### src/rtl/qpu_exu_alu_arbt_pkg.sv
// Shared QPU definitions for the ALU arbiter: operand width,
// requester indices and arbiter state encodings.
package qpu_exu_alu_arbt_pkg;

   localparam int QPU_XLEN = 32;
   localparam int NREQ     = 4;

   typedef enum logic [1:0] {
      REQ_ALU = 2'd0,
      REQ_BJP = 2'd1,
      REQ_LSU = 2'd2,
      REQ_QIU = 2'd3
   } req_idx_e;

   typedef enum logic {
      ST_EMPTY = 1'b0,
      ST_FULL  = 1'b1
   } arbt_st_e;

   function automatic logic [1:0] oh2idx(input logic [3:0] oh);
      logic [1:0] idx;
      idx = 2'd0;
      unique case (1'b1)
         oh[0]:   idx = REQ_ALU;
         oh[1]:   idx = REQ_BJP;
         oh[2]:   idx = REQ_LSU;
         oh[3]:   idx = REQ_QIU;
         default: idx = 2'd0;
      endcase
      return idx;
   endfunction

endpackage

### src/rtl/qpu_exu_alu_arbt_pick.sv
// Combinational winner picker: round-robin from ptr+1, or
// lowest-index-wins when RR_EN is 0.
module qpu_exu_rr_pick
   import qpu_exu_alu_arbt_pkg::*;
#(
   parameter bit RR_EN = 1'b1
) (
   input  logic [3:0] req,
   input  logic [1:0] ptr,
   output logic [3:0] win
);

   logic [1:0] idx;
   logic       found;

   always_comb begin
      win   = 4'b0000;
      found = 1'b0;
      idx   = 2'd0;
      for (int i = 0; i < NREQ; i++) begin
         idx = RR_EN ? (ptr + 2'(i) + 2'd1) : 2'(i);
         if (!found && req[idx]) begin
            win[idx] = 1'b1;
            found    = 1'b1;
         end
      end
   end

endmodule

### src/rtl/qpu_exu_alu_arbt.sv
// Shared-ALU arbiter: grants one of four requesters per cycle and
// holds the registered result until its owner accepts it.
module qpu_exu_alu_arbt
   import qpu_exu_alu_arbt_pkg::*;
#(
   parameter int XLEN  = QPU_XLEN,
   parameter bit RR_EN = 1'b1
) (
   input  logic            clk,
   input  logic            rst_n,
   input  logic [3:0]      req_vld,
   output logic [3:0]      req_rdy,
   output logic [3:0]      dpath_req,
   input  logic [XLEN-1:0] dpath_res,
   input  logic            dpath_cmp,
   output logic [3:0]      rsp_vld,
   input  logic [3:0]      rsp_rdy,
   output logic [XLEN-1:0] rsp_res,
   output logic            rsp_cmp,
   input  logic            flush
);

   arbt_st_e   state;
   arbt_st_e   state_nxt;
   logic [1:0] owner;
   logic [1:0] ptr;
   logic [3:0] win;
   logic [3:0] gnt;
   logic       rsp_acc;
   logic       grant_ok;

   qpu_exu_rr_pick #(
      .RR_EN (RR_EN)
   ) u_pick (
      .req (req_vld),
      .ptr (ptr),
      .win (win)
   );

   assign rsp_acc  = rsp_rdy[owner];
   assign grant_ok = !flush && (state == ST_EMPTY || rsp_acc);
   assign gnt      = grant_ok ? win : 4'b0000;

   assign req_rdy   = gnt;
   assign dpath_req = gnt;
   assign rsp_vld   = (state == ST_FULL) ? (4'b0001 << owner) : 4'b0000;

   always_comb begin
      state_nxt = state;
      if (flush)
         state_nxt = ST_EMPTY;
      else if (|gnt)
         state_nxt = ST_FULL;
      else if (state == ST_FULL && rsp_acc)
         state_nxt = ST_EMPTY;
   end

   always_ff @(posedge clk or negedge rst_n) begin
      if (!rst_n)
         state <= ST_EMPTY;
      else
         state <= state_nxt;
   end

   // ptr only moves on a real grant, so flush leaves it untouched
   always_ff @(posedge clk or negedge rst_n) begin
      if (!rst_n) begin
         owner   <= REQ_ALU;
         ptr     <= REQ_QIU;
         rsp_res <= '0;
         rsp_cmp <= 1'b0;
      end else if (|gnt) begin
         owner   <= oh2idx(gnt);
         ptr     <= oh2idx(gnt);
         rsp_res <= dpath_res;
         rsp_cmp <= dpath_cmp;
      end
   end

endmodule

### config.mk
export PLATFORM = sky130hd
export DESIGN_NAME = qpu_exu_alu_arbt
export DESIGN_NICKNAME = d
export VERILOG_FILES = /design/src/rtl/qpu_exu_alu_arbt_pkg.sv /design/src/rtl/qpu_exu_alu_arbt_pick.sv /design/src/rtl/qpu_exu_alu_arbt.sv
export SDC_FILE = /design/constraint.sdc
export NUM_CORES = 1
export LEC_CHECK = 0
export CAP_MARGIN = 25
export CELL_PAD_IN_SITES_DETAIL_PLACEMENT = 1
export CELL_PAD_IN_SITES_GLOBAL_PLACEMENT = 2
export CORE_MARGIN = 5
export CORE_UTILIZATION = 30
export CTS_BUF_LIST = sky130_fd_sc_hd__clkbuf_4 sky130_fd_sc_hd__clkbuf_8
export DETAILED_ROUTE_END_ITERATION = 6
export PLACE_DENSITY_LB_ADDON = 0.05
export SLEW_MARGIN = 20
export SYNTH_ARGS = -nofsm -noshare
export SYNTH_HDL_FRONTEND = slang
export SYNTH_SLANG_ARGS = --single-unit
export TNS_END_PERCENT = 5
### constraint.sdc
create_clock -name clk -period 9.3 [get_ports clk]
set_input_delay 2.325 -clock clk [delete_from_list [all_inputs] [get_ports clk]]
set_output_delay 2.325 -clock clk [all_outputs]
set_load 0.05 [all_outputs]
## Yosys cells after proc, flatten, opt, wreduce, memory -nomap -nowiden

Cells that the tools add are included.
Widths: inputs -> output; s select.

| word-level totals | value |
|---|---|
| register bits | 38 |
| input port bits | 44 |
| output and inout port bits | 45 |
| logic and storage cells | 72 |

| operators by class | value |
|---|---|
| $add $sub $neg | 6 |
| $lt $le $gt $ge | 9 |
| shift-type cells | 1 |
| muxes and demuxes | 31 |
| bitwise operators | 4 |
| reductions and logical operators | 16 |

Operators by type and width:

| cell | number |
|---|---|
| $mux 4 | 6 |
| $lt 2x3->1 const B | 5 |
| $mux 1 | 15 |
| $or 4x4->4 | 3 |
| $bmux 1 s2 | 5 |
| $logic_and 1x1->1 | 9 |
| $add 2x1->2 const B | 4 |
| $demux 1 s2 | 4 |
| $ge 2x1->1 const B | 4 |
| $pmux 2 s3 | 1 |
| $add 2x2->2 const B | 2 |
| $logic_not 1->1 | 4 |
| $reduce_or 4->1 | 1 |
| $shl 1x2->4 const A | 1 |
| $reduce_bool 3->1 | 1 |
| $logic_or 1x1->1 | 1 |
| $not 1->1 | 1 |

## Depth between registers and ports, before layout

| depth | value |
|---|---|
| depth in word-level cells | 17 |
| depth in mapped cells | 10 |
| mapped depth without buffers | 8 |

## Cells and area by module

A second synthesis with hierarchy kept.

| unflattened totals | value |
|---|---|
| cells, all modules | 150 |
| area total of the unflattened synthesis | 2125.8 um^2 |

Modules (own cells, without submodules):

| module | instances | cells each | area an instance (um^2) | seq. area each (um^2) |
|---|---|---|---|---|
| qpu_exu_alu_arbt | 1 | 107 | 1719.1 | 953.4 |
| qpu_exu_rr_pick | 1 | 43 | 406.6 | 0.0 |

## Worst setup path before layout

Ideal clock, no wire load.

| path | value |
|---|---|
| kind | input to output |
| from | input req_vld[2] |
| to | output req_rdy[0] |
| arrival time | 4.645 ns |
| data required time | 6.975 ns |
| path slack | 2.330 ns |
| cell stages on the path | 4 |
| buffers on the path | 1 |
| cell sequence | mux4_2 -> o31a_2 -> a31oi_1 -> buf_4 |

| between the ends | value |
|---|---|
| longest elaborated chain between the ends | 13 |
| elaborated cells between the ends (all ways) | 25 |
| those cells by class | mux (16); bitwise (3); reduce/logical (6) |

Ends and longest elaborated chain:

| item | RTL line | text |
|---|---|---|
| start, declared | qpu_exu_alu_arbt.sv:11 | `input logic [3:0] req_vld,` |
| $bmux 1 s2 | qpu_exu_alu_arbt_pick.sv:22 | `if (!found && req[idx]) begin` |
| $mux 1 (implied by the code) | qpu_exu_alu_arbt_pick.sv:22 |  |
| $mux 1 | qpu_exu_alu_arbt_pick.sv:22 |  |
| $logic_not 1->1 | qpu_exu_alu_arbt_pick.sv:22 |  |
| $logic_and 1x1->1 | qpu_exu_alu_arbt_pick.sv:22 |  |
| $mux 1 | qpu_exu_alu_arbt_pick.sv:22 |  |
| $logic_not 1->1 | qpu_exu_alu_arbt_pick.sv:22 |  |
| $logic_and 1x1->1 | qpu_exu_alu_arbt_pick.sv:22 |  |
| $mux 1 | qpu_exu_alu_arbt_pick.sv:22 |  |
| $logic_not 1->1 | qpu_exu_alu_arbt_pick.sv:22 |  |
| $logic_and 1x1->1 | qpu_exu_alu_arbt_pick.sv:22 |  |
| $mux 4 (*) | qpu_exu_alu_arbt_pick.sv:22 |  |
| $mux 4 (*) | qpu_exu_alu_arbt.sv:42 | `assign gnt = grant_ok ? win : 4'b0000;` |
| end, declared | qpu_exu_alu_arbt.sv:12 | `output logic [3:0] req_rdy,` |

Mark *: on every way between the ends. The rest lies on a longest branch, timed or not. The select of a mux whose other input is x is not followed.

## Final worst setup path

Same ends and word-level chain as after synthesis.

==> flow_metrics.tcl <==
set metrics [dict create \
    crit_path_max_fanout 7 \
    synth_common_cells "dfrtp_1, mux2_4, ha_1" \
    final_nets 289 \
    post-route-drc-count 0 \
    rsz0062_at_grt "false" \
    syn-num-nets 201 \
    antenna_cells 0 \
    grt_pass1_vias 1779 \
    finalCriticalPeriod_ps 7680 \
    fin_crit_sh_pct 82.6 \
    initial_utilization_pct 30.9 \
    status "complete, no violations" \
    globalplace.congestion 0.734 \
    avgSynthCellArea_um2 14.1 \
    synthCells 149 \
    cts_root_buf "clkbuf_8" \
    cts.path.max_buffers 2 \
    ant_nets 0 \
    overflow 0 \
    ctsHoldBuffers 0 \
    portBuffers 88 \
    cts_tree "yes" \
    antenna_found_initial 0 \
    die_h_um 93.6 \
    place_hpwl_um 4660 \
    htreeDepth 2 \
    synth_seq_area_share_pct 45.5 \
    clock_sinks 38 \
    tightest_slew_ps 858 \
    grt_pass1_wl_um 9260 \
    drt_pass1_iterations 4 \
    crit_arrival_ps 5350 \
    clk_pin_slew_worst_paths_ps 70 \
    synth_top_area_cell "dfrtp_1" \
    slew_violations 0 \
    finalSetupViolations 0 \
    synth_edf_count 0 \
    grt_use_total_pct 13.6 \
    io_pins 89 \
    required_ps 6980 \
    chipWidth_um 93.6 \
    ys_top_cells_by_area "dfrtp_1, mux2_4, ha_1" \
    max_slew_margin_pct 42.8 \
    cts-resized-gates 0 \
    num_rows 30 \
    crit_path_end_kind "output pin" \
    drv_cap 0 \
    finalWirelength_um 5960 \
    synth_seq_cells 38 \
    area_delta_synth_final_pct 48.9 \
    synth_async_sr_flop_share_pct 100 \
    drt_iter0_drc 52 \
    wire_per_inst_um 17.8 \
    synth_most_common_cell "dfrtp_1" \
    postCtsSetupRepairBufs 0 \
    finalHoldViolations 0 \
    die-area_um2 8760 \
    synth.top_cell.area_share_pct 43.0 \
    worstSetupPathType "in -> out" \
    grt_max_degree 39 \
    fmax_ghz 0.130 \
    clk_latency_ps 280 \
    ys.warnings.count 0 \
    min_path_type "reg -> reg" \
    dominantRegCellSynth "dfrtp_1" \
    fin_worst_skew_ps 6.40 \
    design.core.area_um2 6790 \
    fillers 684 \
    numCtsBuffers 5 \
    vias_per_cell 4.74 \
    drive_gt1_share_pct 25.6 \
    setup_tns_ps 0 \
    startpoint_type "input port" \
    netlist-cell-type-count 37 \
    vias 1582 \
    syn_area_um2 2100 \
]
[layer usage]
| metal | global-route usage, % | up-vias | wire [um] |
|---|---|---|---|
| met5 | 0 | - | 0 |
| met4 | 2.53 | 0 | 9 |
| met3 | 4.91 | 2 | 545 |
| met2 | 24.2 | 85 | 2990 |
| met1 | 15.8 | 776 | 2420 |
| li1 | - | 719 | - |
[cells in the final DEF (no fill, tap or decap), types with 2 or more instances in the layout]
cell             count
o21ai_0              2
or2_2                2
dfrtp_1             36
mux4_2               2
dfstp_2              2
clkdlybuf4s50_1     87
mux2i_1              2
mux2_2               5
clkbuf_4             2
nand4_1              4
or3b_2               2
mux2_4              30
clkbuf_8             6
a31oi_2              2
o2bb2ai_1            2
o211ai_1             6
a21o_1               4
nor2_1               4
and3_1               2
inv_1                5
ha_1                 8
nand2_1              5
[final cells by class]
class                      instances  area (um^2)  share of cell area [%]
clock buffer                       8         97.6                    3.12
inverter                           5         18.8                   0.601
multi-input combinational         98         1050                    33.6
sequential                        38          953                    30.5
tap                               96          120                    3.85
timing repair buffer              89          883                    28.3
[sequential cells by signal, indices dropped and copies added, names as in the netlist]
signal   count
owner        2
state        1
rsp_cmp      1
ptr          2
rsp_res     32
[metrics by stage]
stage	setup WS (ps)	utilization (%)	instance area, um^2	std cells	hold slack [ps]
3_3_place_gp	1790	44.5	3030	326	491
5_1_grt	1490	46.0	3120	334	521
3_5_place_dp	1670	44.5	3030	326	495
6_report	1620	46.0	3120	334	510
2_1_floorplan	2330	-	2100	149	529
4_1_cts	1670	46.0	3120	334	515
[final timing paths]
path / startpoint / to / slack [ps] / cells after the start
max: req_vld[2] / req_rdy[0] / 1620 / 6
min: rsp_res[4] / rsp_res[4] / 510 / 1
max reg2reg: ptr[0] / rsp_res[3] / 5620 / 9
min reg2reg: rsp_res[4] / rsp_res[4] / 510 / 1
max in group asynchronous: rst_n / rsp_res[6] / 6610 / 1
min in group asynchronous: rst_n / rsp_res[0] / 2150 / 1
[critical path: stages]
cell             delay [ps]
clkdlybuf4s50_1         490
mux2_4                  340
nor4_1                  530
o211ai_1                150
a31oi_1                 570
clkdlybuf4s50_1         950
[cells by family after synthesis]
group                      after synthesis  synth area share (%)
AOI/OAI and AO/OA                       23                  9.43
adders and majority gates                8                  4.77
buffers and inverters                   13                  4.47
DFF                                     38                  45.5
muxes                                   39                  27.3
and+or+nand+nor                         28                  8.59
Power is left out: the tool's default activity adds up to more than one toggle a clock period on the data nets, which glitch-free logic cannot reach.
